[src/rtl/fp_align_stage.sv]
// fp_align_stage: two-stage floating-point operand alignment ahead of an adder.
// S1 unpacks both operands, orders them by magnitude and forms the exponent
// difference; S2 right-shifts the smaller mantissa and collects the sticky bit.
module fp_align_stage (
   input  logic        clk,
   input  logic        rst,
   input  logic        in_valid,
   output logic        in_ready,
   input  logic [31:0] a,
   input  logic [31:0] b,
   output logic        out_valid,
   input  logic        out_ready,
   output logic        out_lsgn,
   output logic        out_ssgn,
   output logic [7:0]  out_exp,
   output logic [25:0] out_lman,
   output logic [25:0] out_sman,
   output logic        out_sticky,
   output logic        out_nan,
   output logic        out_inf
);

   localparam int DATA_W = 32;
   localparam int MAN_W  = 26;

   // Effective exponent: denormals behave as exponent 1.
   function automatic logic [7:0] eff_exp(input logic [DATA_W-1:0] x);
      eff_exp = (x[30:23] == 8'd0) ? 8'd1 : x[30:23];
   endfunction

   // Mantissa with hidden bit and two guard positions below the fraction.
   function automatic logic [MAN_W-1:0] unpack_man(input logic [DATA_W-1:0] x);
      unpack_man = {(x[30:23] != 8'd0), x[22:0], 2'b00};
   endfunction

   // Right shift by d with sticky OR of every bit that falls off the field.
   function automatic logic [MAN_W:0] align_shift(input logic [MAN_W-1:0] man,
                                                  input logic [7:0]       d);
      logic [MAN_W-1:0] lost_mask;
      if (d >= 8'(MAN_W)) begin
         align_shift = {{MAN_W{1'b0}}, |man};
      end else begin
         lost_mask   = ~({MAN_W{1'b1}} << d[4:0]);
         align_shift = {man >> d[4:0], |(man & lost_mask)};
      end
   endfunction

   logic        vld_p1, vld_p2;
   logic        lsgn_p1, ssgn_p1, nan_p1, inf_p1;
   logic [7:0]  exp_p1, d_p1;
   logic [25:0] lman_p1, sman_p1;
   logic        lsgn_p2, ssgn_p2, sticky_p2, nan_p2, inf_p2;
   logic [7:0]  exp_p2;
   logic [25:0] lman_p2, sman_p2;

   logic        s2_load, s1_load;
   logic        a_big, a_nan, b_nan, a_inf, b_inf, nan_c, inf_c;
   logic [31:0] lop, sop;
   logic [7:0]  d_c;
   logic [26:0] shifted_c;

   // Handshake: S2 refills when empty or draining; S1 refills when empty or advancing.
   always_comb begin
      s2_load  = !vld_p2 || out_ready;
      s1_load  = !vld_p1 || s2_load;
      in_ready = !rst && s1_load;
   end

   // Unpack, magnitude compare/swap, exponent difference and special-value flags.
   always_comb begin
      a_big = (a[30:0] > b[30:0]);
      lop   = a_big ? a : b;
      sop   = a_big ? b : a;
      d_c   = eff_exp(lop) - eff_exp(sop);
      a_nan = (a[30:23] == 8'hFF) && (a[22:0] != 23'd0);
      b_nan = (b[30:23] == 8'hFF) && (b[22:0] != 23'd0);
      a_inf = (a[30:0] == 31'h7F80_0000);
      b_inf = (b[30:0] == 31'h7F80_0000);
      nan_c = a_nan || b_nan || (a_inf && b_inf && (a[31] != b[31]));
      inf_c = (a_inf || b_inf) && !nan_c;
   end

   // Stage 1 register: ordered operands awaiting alignment.
   always_ff @(posedge clk) begin
      if (rst) begin
         vld_p1  <= 1'b0;
         lsgn_p1 <= 1'b0;
         ssgn_p1 <= 1'b0;
         exp_p1  <= 8'd0;
         d_p1    <= 8'd0;
         lman_p1 <= 26'd0;
         sman_p1 <= 26'd0;
         nan_p1  <= 1'b0;
         inf_p1  <= 1'b0;
      end else if (s1_load) begin
         vld_p1  <= in_valid;
         lsgn_p1 <= lop[31];
         ssgn_p1 <= sop[31];
         exp_p1  <= eff_exp(lop);
         d_p1    <= d_c;
         lman_p1 <= unpack_man(lop);
         sman_p1 <= unpack_man(sop);
         nan_p1  <= nan_c;
         inf_p1  <= inf_c;
      end
   end

   // Alignment shift of the smaller mantissa.
   always_comb begin
      shifted_c = align_shift(sman_p1, d_p1);
   end

   // Stage 2 register: aligned pair presented to the add stage, held under back-pressure.
   always_ff @(posedge clk) begin
      if (rst) begin
         vld_p2    <= 1'b0;
         lsgn_p2   <= 1'b0;
         ssgn_p2   <= 1'b0;
         exp_p2    <= 8'd0;
         lman_p2   <= 26'd0;
         sman_p2   <= 26'd0;
         sticky_p2 <= 1'b0;
         nan_p2    <= 1'b0;
         inf_p2    <= 1'b0;
      end else if (s2_load) begin
         vld_p2    <= vld_p1;
         lsgn_p2   <= lsgn_p1;
         ssgn_p2   <= ssgn_p1;
         exp_p2    <= exp_p1;
         lman_p2   <= lman_p1;
         sman_p2   <= shifted_c[26:1];
         sticky_p2 <= shifted_c[0];
         nan_p2    <= nan_p1;
         inf_p2    <= inf_p1;
      end
   end

   assign out_valid  = vld_p2;
   assign out_lsgn   = lsgn_p2;
   assign out_ssgn   = ssgn_p2;
   assign out_exp    = exp_p2;
   assign out_lman   = lman_p2;
   assign out_sman   = sman_p2;
   assign out_sticky = sticky_p2;
   assign out_nan    = nan_p2;
   assign out_inf    = inf_p2;

endmodule
[config.mk]
export PLATFORM = sky130hd
export DESIGN_NAME = fp_align_stage
export DESIGN_NICKNAME = d
export VERILOG_FILES = /design/src/rtl/fp_align_stage.sv
export SDC_FILE = /design/constraint.sdc
export NUM_CORES = 1
export LEC_CHECK = 0
export CAP_MARGIN = 20
export CORE_ASPECT_RATIO = 1.1
export CORE_MARGIN = 3
export CORE_UTILIZATION = 30
export CTS_BUF_LIST = sky130_fd_sc_hd__clkbuf_16
export DETAILED_ROUTE_END_ITERATION = 6
export HOLD_SLACK_MARGIN = 0.03
export PLACE_DENSITY = 0.54
export REMOVE_ABC_BUFFERS = 1
export SLEW_MARGIN = 20
export SYNTH_ARGS = -nofsm -noshare
export SYNTH_HDL_FRONTEND = slang
export SYNTH_SLANG_ARGS = --single-unit
[constraint.sdc]
create_clock -name clk -period 13.7 [get_ports clk]
set_clock_uncertainty 0.1 [all_clocks]
set_input_delay 2.055 -clock clk [delete_from_list [all_inputs] [get_ports clk]]
set_output_delay 2.055 -clock clk [all_outputs]
set_load 0.05 [all_outputs]
Yosys cells after proc, flatten, opt, wreduce, memory -nomap -nowiden. Cells that the tools add are included.

Bits of input ports: 68. Register bits: 133. Output and inout port bits: 67.

Magnitude comparators: 2. Shift operators: 2. Multiplexer cells: 5. Equal/unequal tests: 5. Bitwise gates (word level): 2. Reduce and logical (&&, ||, !) cells: 23. Add/subtract/negate cells: 1.

Operators with widths (number): $mux W32 (2); $eq A31 B31 Y1 const B (2); $reduce_bool A23 Y1 (2); $gt A31 B31 Y1 (1); $mux W27 (1); $and A26 B26 Y26 (1); $not A26 Y26 (1); $reduce_or A26 Y1 (1); $shl A26 B5 Y26 const A (1); $shr A26 B5 Y26 (1); $reduce_or A24 Y1 (1); $eq A8 B8 Y1 const B (2); $logic_not A8 Y1 (2); $mux W8 (2); $reduce_bool A8 Y1 (2); $ge A8 B5 Y1 const B (1); $sub A8 B8 Y8 (1); $logic_and A1 B1 Y1 (6); $logic_or A1 B1 Y1 (5); $logic_not A1 Y1 (4); $ne A1 B1 Y1 (1).

Longest topological paths before layout. Gate-level depths: netlist (run 1).

Depth in word-level cells: 6. Mapped depth: 21.

Worst setup path after synthesis (run 1). Ideal clock, no wire load.

Kind: input to register. Start point: in b[25]. End point: reg d_p1[5]. Path buffers: 3. Cell stages on the path: 19. Slack: 7.879 ns. Arrival time: 5.606 ns. Cell sequence: inv_1 -> ha_1 -> nand4_2 -> nor4_4 -> inv_2 -> a311oi_4 -> nor2_2 -> buf_4 -> buf_4 -> buf_2 -> nor2_1 -> a21oi_1 -> ha_1 -> a21oi_1 -> nand2_1 -> or3_1 -> o211a_1 -> or3_1 -> a31o_1.

Longest elaborated chain between the ends: 5.

RTL lines: start: declaration (line 10) `input logic [31:0] b,`; $gt A31 B31 Y1 (line 71) `a_big = (a[30:0] > b[30:0]);`; $mux W32, on equally long branches (line 72, 73); $logic_not A8 Y1 (line 28) `eff_exp = (x[30:23] == 8'd0) ? 8'd1 : x[30:23];`; $mux W8 (line 28); $sub A8 B8 Y8 (*) (line 74) `d_c = eff_exp(lop) - eff_exp(sop);`; end signal: assignment (line 90) `d_p1 <= 8'd0;`; end signal: assignment (line 100) `d_p1 <= d_c;`; end: declaration (line 50) `logic [7:0] exp_p1, d_p1;`.

Every way passes the cells marked *; elsewhere a longest branch is shown, timed or not. A chain may end at the register's enable or synchronous reset.

Worst setup path after layout (run 1).
Start point: in out_ready. End point: out in_ready.

Longest elaborated chain between the ends: 3.

RTL lines: start: declaration (line 12) `input logic out_ready,`; $logic_or A1 B1 Y1 (line 64) `s2_load = !vld_p2 || out_ready;`; $logic_or A1 B1 Y1 (line 65) `s1_load = !vld_p1 || s2_load;`; $logic_and A1 B1 Y1 (line 66) `in_ready = !rst && s1_load;`; end: declaration (line 8) `output logic in_ready,`.

Every way passes these cells.

==> reports/metrics.cfg, run 1 <==
[power_and_ir_drop]
sequentialPowerShare=0.313
power_switching_w=0.0004917
clkPwrFrac=0.376
power_frac_comb=0.311
switching_share=0.3402
power_leakage_nw=3.955
p_int_w=0.0009537
vdd_drop_max_v=0.00007581
power.density_mw_per_mm2=141.4

[worst_hold_path]
min_to=out_lman[17]
min_path_type=reg -> reg
min_path_cells=2
min_from=lman_p1[17]

[worst_setup_path]
critPathMaxStageDelay_ns=0.76
worst_path_max_delay_cell=clkdlybuf4s50_1
start_kind=input port
r2r_cells=9
crit_chain=clkdlybuf4s50_1, nor2b_4, buf_4, and2_1, nor2_1, clkdlybuf4s50_1
arrival_ns=4.94
r2r_slack_ns=10.49
critPathKind=in -> out
critPathCaptureType=output port
timing.rr.start=d_p1[3]
r2r_end=out_sman[23]
cp_common_cell=clkdlybuf4s50_1
required_ns=11.55
crit_path_max_fanout=66

[layout]
area_delta_synth_final_pct=27.57
regArea_mm2=0.002663
final_nets=1227
multi_input_area_mm2=0.004850
stdcell_area_mm2=0.01022
final_util=0.3897
drive_gt1_frac=0.06189
n_antenna_cell=0
nFillCells=2788

[route]
wl_um=26310
dr_total_vias=7806
wire_per_inst_um=17.74
ant_nets=0
drcViolationCount=0
drtIter0Drc=591
viasPerCell=5.264
drtPass1Iterations=5

[floorplanning]
fp-row-count=62
die_w_um=161.8
die_area_mm2=0.02870
start_util=0.3055
core_mm2=0.02622
die_h_um=177.4
io_pins=135

[sta]
finalMaxSlewViolations=0
report.final.setup_viol=0
max_slew_margin=0.3250
worstMarginPinSlew_ns=1.013
fin_crit_sh=0.5177
max_freq_ghz=0.1410
hold_violations=0
fin_tns_setup_ns=0
fin_crit_ns=7.093
rsz0062_at_grt=false

[logic_synthesis]
ys_seq_area_frac=0.3324
postSynth.asyncResetShare=0
syn_avg_cell_area_um2=7.710
ys_types=65
synthCells=1039
syn_area_mm2=0.008010
synth_edf_count=0
yosys_warnings=0
synth_ff_type=dfxtp_1
synth_seq_cells=133

[placed_design]
portBuffers=132
dpl_cell_area_mm2=0.009538
gp_congestion=0.8383
dpl.hpwl_um=18400

[clock_tree]
h-tree-depth=4
post_cts_resized=0
post_cts_buffers=0
cts_hold_buf=0
path_clk_slew_ns=0.06
cts-root-buf=clkbuf_16
clk_latency_ns=0.43
cts_tree=yes
clkSinkCount=133
numCtsBuffers=17
cts_buffer_depth=2

[grt]
grt_max_degree=90
overflow=0
grt_pass1_wl_um=42120
track_usage=0.1825
antenna_found_initial=0
first_global_vias=7497

[run_status]
outcome=completed

[run]
cap_violations=0

==> worst max path at each step <==
| stage | startpoint | endpoint | slack (ns) | cells past startpoint |
|---|---|---|---|---|
| after global routing | out_ready | in_ready | 6.39 | 6 |
| final | out_ready | in_ready | 6.61 | 6 |
| after global placement | out_ready | in_ready | 6.54 | 6 |
| after detailed placement | out_ready | in_ready | 6.55 | 6 |
| after floorplan | out_ready | d_p1[3] | 6.08 | 3 |
| after CTS | out_ready | in_ready | 6.53 | 6 |
==> critical path, delay by kind of cell <==
kind / cells / cell delay [ns]
and+or+nand+nor: 3 / 1.06
buffers and inverters: 3 / 1.82
==> metal layers <==
metal / GRT usage / share of wire / routed length (µm) / vias to the layer above
met2: 0.3003 / 0.48 / 12560 / 186
met3: 0.02661 / 0.042 / 1107 / 26
met5: 0 / 0 / 0 / -
met1: 0.2485 / 0.46 / 12210 / 3696
li1: - / - / - / 3898
met4: 0.05368 / 0.017 / 436 / 0
==> sequential cells by signal (all words and copies together), names as in the netlist <==
register / flops
d_p1: 8
out_sman: 26
out_lman: 24
out_valid: 1
nan_p1: 1
out_sticky: 1
out_ssgn: 1
vld_p1: 1
ssgn_p1: 1
out_nan: 1
sman_p1: 24
out_exp: 8
out_lsgn: 1
out_inf: 1
exp_p1: 8
lsgn_p1: 1
inf_p1: 1
lman_p1: 24
==> per-stage QoR <==
| step | hold slack, ns | cells | total power [W] | setup slack [ns] |
|---|---|---|---|---|
| 3_5_place_dp | 0.3436 | 1453 | 0.0009109 | 6.546 |
| 4_1_cts | 0.3488 | 1483 | 0.001457 | 6.525 |
| 6_report | 0.3501 | 1483 | 0.001445 | 6.607 |
| 3_3_place_gp | 0.3402 | 1453 | 0.0009083 | 6.545 |
| 5_1_grt | 0.3683 | 1483 | 0.001519 | 6.391 |
| 2_1_floorplan | 0.3260 | 956 | 0.0007549 | 6.080 |
==> final cells by class <==
cell class / count / area share
clock buffer: 17 / 0.04163
clock inverter: 13 / 0.02498
multi-input combinational: 778 / 0.4746
inverter: 45 / 0.01653
tap: 352 / 0.04310
sequential: 133 / 0.2606
timing repair buffer: 145 / 0.1386
==> power groups by stage <==
| stage | clock network, W | logic [W] | registers (W) |
|---|---|---|---|
| finish | 0.000543 | 0.000450 | 0.000452 |
| global route | 0.000570 | 0.000491 | 0.000458 |
| CTS | 0.000553 | 0.000452 | 0.000452 |
| detailed placement | 0 | 0.000450 | 0.000461 |
| global placement | 0 | 0.000448 | 0.000460 |
| floorplan | 0 | 0.000220 | 0.000535 |
==> cells by family (layout without fill, tap and decap cells) <==
logic type,count (synthesis),count (layout),share of synthesized area
simple gates,378,378,0.2070
compound gates,285,285,0.2315
flops,133,133,0.3324
buf+inv,129,220,0.06513
mux,68,68,0.09513
fa+ha+maj,39,39,0.06186
xor+xnor,6,6,0.006560
other cells,1,2,0.0004682
==> placed cells by master (no fill, tap or decap), types with 7 or more instances in the layout <==
cell type / synthesis / layout
clkbuf_16: 0 / 17
nor3_1: 13 / 13
a211oi_1: 11 / 11
dfxtp_1: 133 / 133
a311oi_1: 50 / 50
bufinv_16: 0 / 7
nor2_1: 115 / 115
clkdlybuf4s50_1: 0 / 131
a21oi_1: 88 / 88
nand2_1: 171 / 170
buf_4: 7 / 14
inv_1: 43 / 43
o22ai_1: 8 / 8
ha_1: 38 / 38
mux2i_1: 51 / 51
nand4_1: 16 / 16
nand3_1: 9 / 9
mux2_2: 11 / 11
nor4_1: 22 / 22
o21ai_0: 71 / 71
a22oi_1: 12 / 12
==> cell usage after synthesis, drive strengths merged (2+ instances only) <==
cell    instances  area, µm²
a21o            6      45.04
and3            6      37.54
nor2          116      437.9
nor2b           6      37.54
dfxtp         133       2663
clkbuf         55      206.5
a211oi         11      82.58
a21oi          88      440.4
nand2b          4      25.02
a32oi           5      43.79
xor2            2      17.52
o31ai           2      15.01
nor4           23      158.9
nand2         171      641.9
o21a            3      22.52
xnor2           4      35.03
nor3           13      65.06
o311ai          3      26.28
mux2i          51      510.5
a221o           2      20.02
mux4            5      112.6
buf            29      146.4
nand4          18      125.1
o21ai          71      355.3
nand3           9      45.04
a22oi          12      90.09
and2            5      32.53
a31oi           3      18.77
o21bai          2      15.01
o211ai          2      15.01
a211o           2      17.52
or4             2      15.01
or3             3      18.77
a221oi          3      26.28
o22ai           9      62.56
mux2           12      138.9
inv            44      165.2
a311oi         51      464.2
ha             38      475.5
Note: power is estimated with default switching activity, not from simulation.
==> run 2: changes to the inputs <==
==> constraint.sdc (replaced) <==
create_clock -name clk -period 7.2 [get_ports clk]
set_clock_uncertainty 0.1 [all_clocks]
set_input_delay 1.08 -clock clk [delete_from_list [all_inputs] [get_ports clk]]
set_output_delay 1.08 -clock clk [all_outputs]
set_load 0.05 [all_outputs]
==> run 2 against run 1 <==
Effect of this change:
- worst setup slack got worse by 5.0 ns
- global-route usage increased by 0.10 points
- first-iteration DRC count increased by 4.7%
- total power up 81%
- register-to-register slack worse by 6.5 ns
- count of clock-buffer cells in the layout stayed put
- sequential power is 90% higher
- hold slack about the same
- via count rose by 0.28%
- routed wire length grew 0.95%
- largest power group unchanged
- highest routed layer unchanged
==> reports/metrics.cfg, run 2 (same netlist as run 1, synthesis figures left out) <==
[run_status]
outcome=completed

[route]
top_layer_used=met4
wl_met3_um=1119  ; +1.1%
wire_per_inst_um=17.88  ; +0.75%
wl_um=26560  ; +0.95%
met2_length_um=12780  ; +1.8%
viasPerCell=5.268  ; about the same
drtIter0Drc=619  ; +4.7%
wl_met1_um=12210  ; about the same
drtPass1Iterations=5  ; unchanged
drcViolationCount=0  ; unchanged
dr_total_vias=7828  ; +0.28%
ant_nets=0  ; unchanged

[power_and_ir_drop]
power_leakage_nw=3.917  ; -0.96%
power.density_mw_per_mm2=258.7  ; +83%
power_w=0.002623  ; +81%
vdd_drop_max_v=0.0001288  ; +70%

[clock_tree]
clkSinkCount=133  ; unchanged
post_cts_resized=0  ; unchanged
cts-root-buf=clkbuf_16
clk_latency_ns=0.44  ; about the same
cts_buffer_depth=2  ; unchanged
path_clk_slew_ns=0.07  ; about the same
h-tree-depth=4  ; unchanged
numCtsBuffers=17  ; unchanged
cts_hold_buf=0  ; unchanged
cts_tree=yes
post_cts_buffers=0  ; unchanged

[worst_setup_path]
crit_chain=clkdlybuf4s50_1, inv_1, ha_1, nand4_1, nor4_1, and2_2, o22ai_2, nor2_4, buf_4, nor2_1, a21oi_1, ha_1, a21o_1, a21o_1, a211o_1, nor3_1, o31ai_1, nand3_1
cp-startpoint=b[9]
start_kind=input port
critPathMaxStageDelay_ns=0.62  ; -0.14 ns
critPathTopFamily=simple AND/OR/NAND/NOR gates
timing.rr.start=d_p1[3]
critPathBufInv=3  ; unchanged
required_ns=7.47  ; -4.08 ns
crit_path_max_fanout=52  ; -21%
critPathCaptureType=flop
critPathKind=in -> reg
arrival_ns=5.86  ; +0.92 ns
worst_path_max_delay_cell=clkdlybuf4s50_1

[sta]
fin_crit_ns=5.592
worstMarginPinSlew_ns=1.028  ; +0.01595 ns
max_freq_ghz=0.1788
fin_tns_setup_ns=0  ; unchanged
fin_crit_sh=0.7766
finalMaxSlewViolations=0  ; unchanged
rsz0062_at_grt=false
report.final.setup_viol=0  ; unchanged
hold_violations=0  ; unchanged
max_slew_margin=0.3144  ; -0.01064

[worst_hold_path]
min_path_type=reg -> reg
min_from=out_exp[3]

[placed_design]
dp.cells=1453  ; unchanged
gp_congestion=0.8473  ; +1.1%
portBuffers=132  ; unchanged
dpl.hpwl_um=18340  ; -0.34%

[grt]
first_global_vias=7533  ; +0.48%
track_usage=0.1835  ; +0.001039
grt_pass1_wl_um=42320  ; +0.46%
grt_max_degree=103  ; +14%
overflow=0  ; unchanged
antenna_found_initial=1  ; +1

[floorplanning]
die_w_um=161.8  ; unchanged
io_pins=135  ; unchanged
start_util=0.3055  ; unchanged
fp-row-count=62  ; unchanged
die_area_mm2=0.02870  ; unchanged
die_h_um=177.4  ; unchanged
core_mm2=0.02622  ; unchanged

[layout]
final_cell_mix=nand2_1 (170), dfxtp_1 (133), clkdlybuf4s50_1 (131), nor2_1 (115), a21oi_1 (88)
largest_reg_flops=26  ; unchanged
layout_commonest_cell=nand2_1
final_cells=1486  ; +0.20%
drive_gt1_frac=0.06443  ; +0.002539
final_nets=1227  ; unchanged
final_util=0.3866  ; -0.003101
area_delta_synth_final_pct=26.55

[run]
cap_violations=0  ; unchanged

[run 2: cell count changes in the layout (fill, tap and decap cells not counted), sizes merged]
cell | before | now
inv | 45 | 51
bufinv | 7 | 2
clkinvlp | 2 | 3
diode | 0 | 1
[run 2: final cells by class]
| class | instances | area, µm² |
|---|---|---|
| clock inverters | 15 | 171.4 |
| clock buffers | 17 | 425.4 |
| well taps | 352 | 440.4 |
| multi-input cells | 778 | 4850 |
| flip-flops and latches | 133 | 2663 |
| inverters | 45 | 168.9 |
| diodes | 1 | 2.502 |
| fillers | 2775 | 16080 |
| repair buffers | 145 | 1416 |
[run 2: stage by stage]
stage               worst slack, ns  area, µm²  hold slack [ns]
CTS                           1.660      10130           0.3528
floorplan                    0.5552       7661           0.3260
global placement              1.347       9538           0.3398
global route                  1.307      10140           0.3679
finish                        1.608      10140           0.3496
detailed placement            1.227       9538           0.3433
[run 2: power by group]
part / leakage [nW] / switching [W] / internal, W
sequential: 1.10 / 0.0000515 / 0.000809
clock: 0.285 / 0.000387 / 0.000520
combinational: 2.54 / 0.000530 / 0.000324
[run 2: worst min-delay path: cells and delay by family (launching register included)]
kind | cells | cell delay [ns]
flip-flops | 1 | 0.31
AND/OR/NAND/NOR | 1 | 0.05
AO/OA/AOI/OAI | 1 | 0.05
[run 2: final timing paths]
check                     end  slack (ns)  cells after the start
hold reg to reg    out_exp[3]        0.35                      2
hold / removal     out_exp[3]        0.35                      2
setup / recovery      d_p1[7]        1.61                     18
setup reg to reg  out_sman[6]        4.01                      9
[run 2: metal layers]
| layer | track usage | up-vias |
|---|---|---|
| li1 | - | 3904 |
| met1 | 0.2442 | 3708 |
| met2 | 0.3043 | 182 |
| met3 | 0.03338 | 34 |
| met4 | 0.05332 | 0 |
| met5 | 0 | - |
==> run 3: changes to the inputs <==
==> constraint.sdc (replaced) <==
create_clock -name clk -period 5.5 [get_ports clk]
set_clock_uncertainty 0.1 [all_clocks]
set_input_delay 0.825 -clock clk [delete_from_list [all_inputs] [get_ports clk]]
set_output_delay 0.825 -clock clk [all_outputs]
set_load 0.05 [all_outputs]
==> run 3 against run 2 <==
Effect of this change:
- sequential power rose by 31%
- routed wire length rose by 0.58%
- die area did not move
- combinational power rose by 35%
- hold slack barely moved
- flip-flop and latch count did not move
- critical path depth fell by 1
- utilization rose by 0.96 points
- count of clock-buffer cells in the layout did not move
- largest cell class unchanged
- largest power group unchanged
==> reports/metrics.cfg, run 3 (same netlist as run 1, synthesis figures left out) <==
[layout]
drive_gt1_frac=0.08038  ; +0.01595
largest_reg_flops=26  ; unchanged
final_util=0.3963  ; +0.009639
final_nets=1251  ; +2.0%
area_delta_synth_final_pct=29.71
final_cell_mix=nand2_1 (170), dfxtp_1 (133), clkdlybuf4s50_1 (131), nor2_1 (115), a21oi_1 (88)
stdcell_area_mm2=0.01039  ; +2.5%
layout_commonest_cell=nand2_1
n_antenna_cell=0  ; -1
final_cells=1509  ; +1.5%

[floorplanning]
die_area_mm2=0.02870  ; unchanged
die_h_um=177.4  ; unchanged
die_w_um=161.8  ; unchanged
fp-row-count=62  ; unchanged
io_pins=135  ; unchanged
start_util=0.3055  ; unchanged
core_mm2=0.02622  ; unchanged

[clock_tree]
cts-root-buf=clkbuf_16
post_cts_resized=0  ; unchanged
cts_buffer_depth=2  ; unchanged
numCtsBuffers=17  ; unchanged
post_cts_buffers=0  ; unchanged
cts_tree=yes
clk_latency_ns=0.44  ; about the same
path_clk_slew_ns=0.06  ; about the same
cts_hold_buf=0  ; unchanged
clkSinkCount=133  ; unchanged
h-tree-depth=4  ; unchanged

[power_and_ir_drop]
vdd_drop_max_v=0.0001860  ; +44%
power.density_mw_per_mm2=345.1  ; +33%
power_leakage_nw=4.069  ; +3.9%

[grt]
overflow=0  ; unchanged
grt_max_degree=87  ; -16%
antenna_found_initial=0  ; -1
first_global_vias=7673  ; +1.9%
grt_pass1_wl_um=42590  ; +0.65%
track_usage=0.1848  ; +0.001323

[sta]
max_freq_ghz=0.2074
fin_crit_ns=4.820
fin_ws_ns=0.6795  ; -0.9288 ns
worstMarginPinSlew_ns=0.9232  ; -0.1052 ns
fin_crit_sh=0.8764
finalMaxSlewViolations=0  ; unchanged
report.final.setup_viol=0  ; unchanged
rsz0062_at_grt=false
hold_violations=0  ; unchanged
max_slew_margin=0.3822  ; +0.06788

[route]
ant_nets=0  ; unchanged
drcViolationCount=0  ; unchanged
dr_total_vias=7942  ; +1.5%
drtIter0Drc=639  ; +3.2%
viasPerCell=5.263  ; about the same
wire_per_inst_um=17.70  ; -0.96%
drtPass1Iterations=5  ; unchanged
wl_um=26720  ; +0.58%

[worst_setup_path]
critPathCaptureType=flop
crit_path_max_fanout=5  ; -90%
critPathKind=in -> reg
start_kind=input port
arrival_ns=5.05  ; -0.81 ns
required_ns=5.73  ; -1.74 ns

[worst_hold_path]
min_path_type=reg -> reg

[placed_design]
portBuffers=132  ; unchanged
gp_congestion=0.8550  ; +0.91%
place_ws_ns=0.2630  ; -0.9637 ns
dpl.hpwl_um=18620  ; +1.6%
dpl_cell_area_mm2=0.009731  ; +2.0%
dp.cells=1477  ; +1.7%

[run_status]
outcome=completed

[run]
cap_violations=0  ; unchanged

## run 3: changes by cell type in the layout (fill, tap and decap cells not counted)
cell | before | now
inv_8 | 2 | 0
inv_6 | 5 | 1
bufinv_16 | 2 | 6
clkinvlp_4 | 3 | 1
buf_12 | 0 | 1
buf_4 | 14 | 37
diode_2 | 1 | 0
clkinv_1 | 1 | 5
## run 3: final timing paths
path                            slack (ns)        from          end  cells after the start
worst max-delay path                  0.68        b[8]      d_p1[5]                     17
worst min-delay path                  0.35  out_exp[2]   out_exp[2]                      2
worst max register to register        2.55     d_p1[1]  out_sman[6]                     10
worst min register to register        0.35  out_exp[2]   out_exp[2]                      2
## run 3: metal layers
metal | wire (µm) | GRT usage | vias to the layer above
met5 | 0 | 0 | -
met4 | 622 | 0.06043 | 0
met3 | 1081 | 0.02941 | 46
met2 | 12620 | 0.3055 | 234
met1 | 12390 | 0.2467 | 3706
li1 | - | - | 3956
## run 3: worst max-delay path, cell delays in order
cell and delay [ns]:
clkdlybuf4s50_1 0.62, inv_1 0.09, ha_1 0.30, nand4_1 0.13, nor4_1 0.31, buf_4 0.17
and2_2 0.17, o22ai_2 0.10, nor2_4 0.21, mux2_2 0.38, ha_1 0.35, a21oi_1 0.30
nand2_1 0.07, or3_1 0.33, o211a_1 0.13, or3_1 0.34, a31o_1 0.21
## run 3: power breakdown
group	leakage, nW	internal, W	switching, W	total [W]
Sequential	1.10	0.00106	0.0000670	0.00113
Combinational	2.66	0.000444	0.000701	0.00115
Clock	0.317	0.000846	0.000468	0.00131
## run 3: stage by stage
stage / power [W] / setup TNS [ns] / hold slack [ns]
final: 0.003586 / 0 / 0.3496
after global routing: 0.003768 / 0 / 0.3679
after floorplan: 0.001881 / -47.66 / 0.3260
after global placement: 0.002286 / 0 / 0.3407
after detailed placement: 0.002290 / 0 / 0.3433
after CTS: 0.003609 / 0 / 0.3520
## run 3: cell type report
cell class,count,area (µm²)
fill,2787,15830
multi-input combinational,778,4850
sequential,133,2663
timing repair buffer,169,1609
tap,352,440.4
clock buffer,17,425.4
clock inverter,15,234.0
inverter,45,168.9
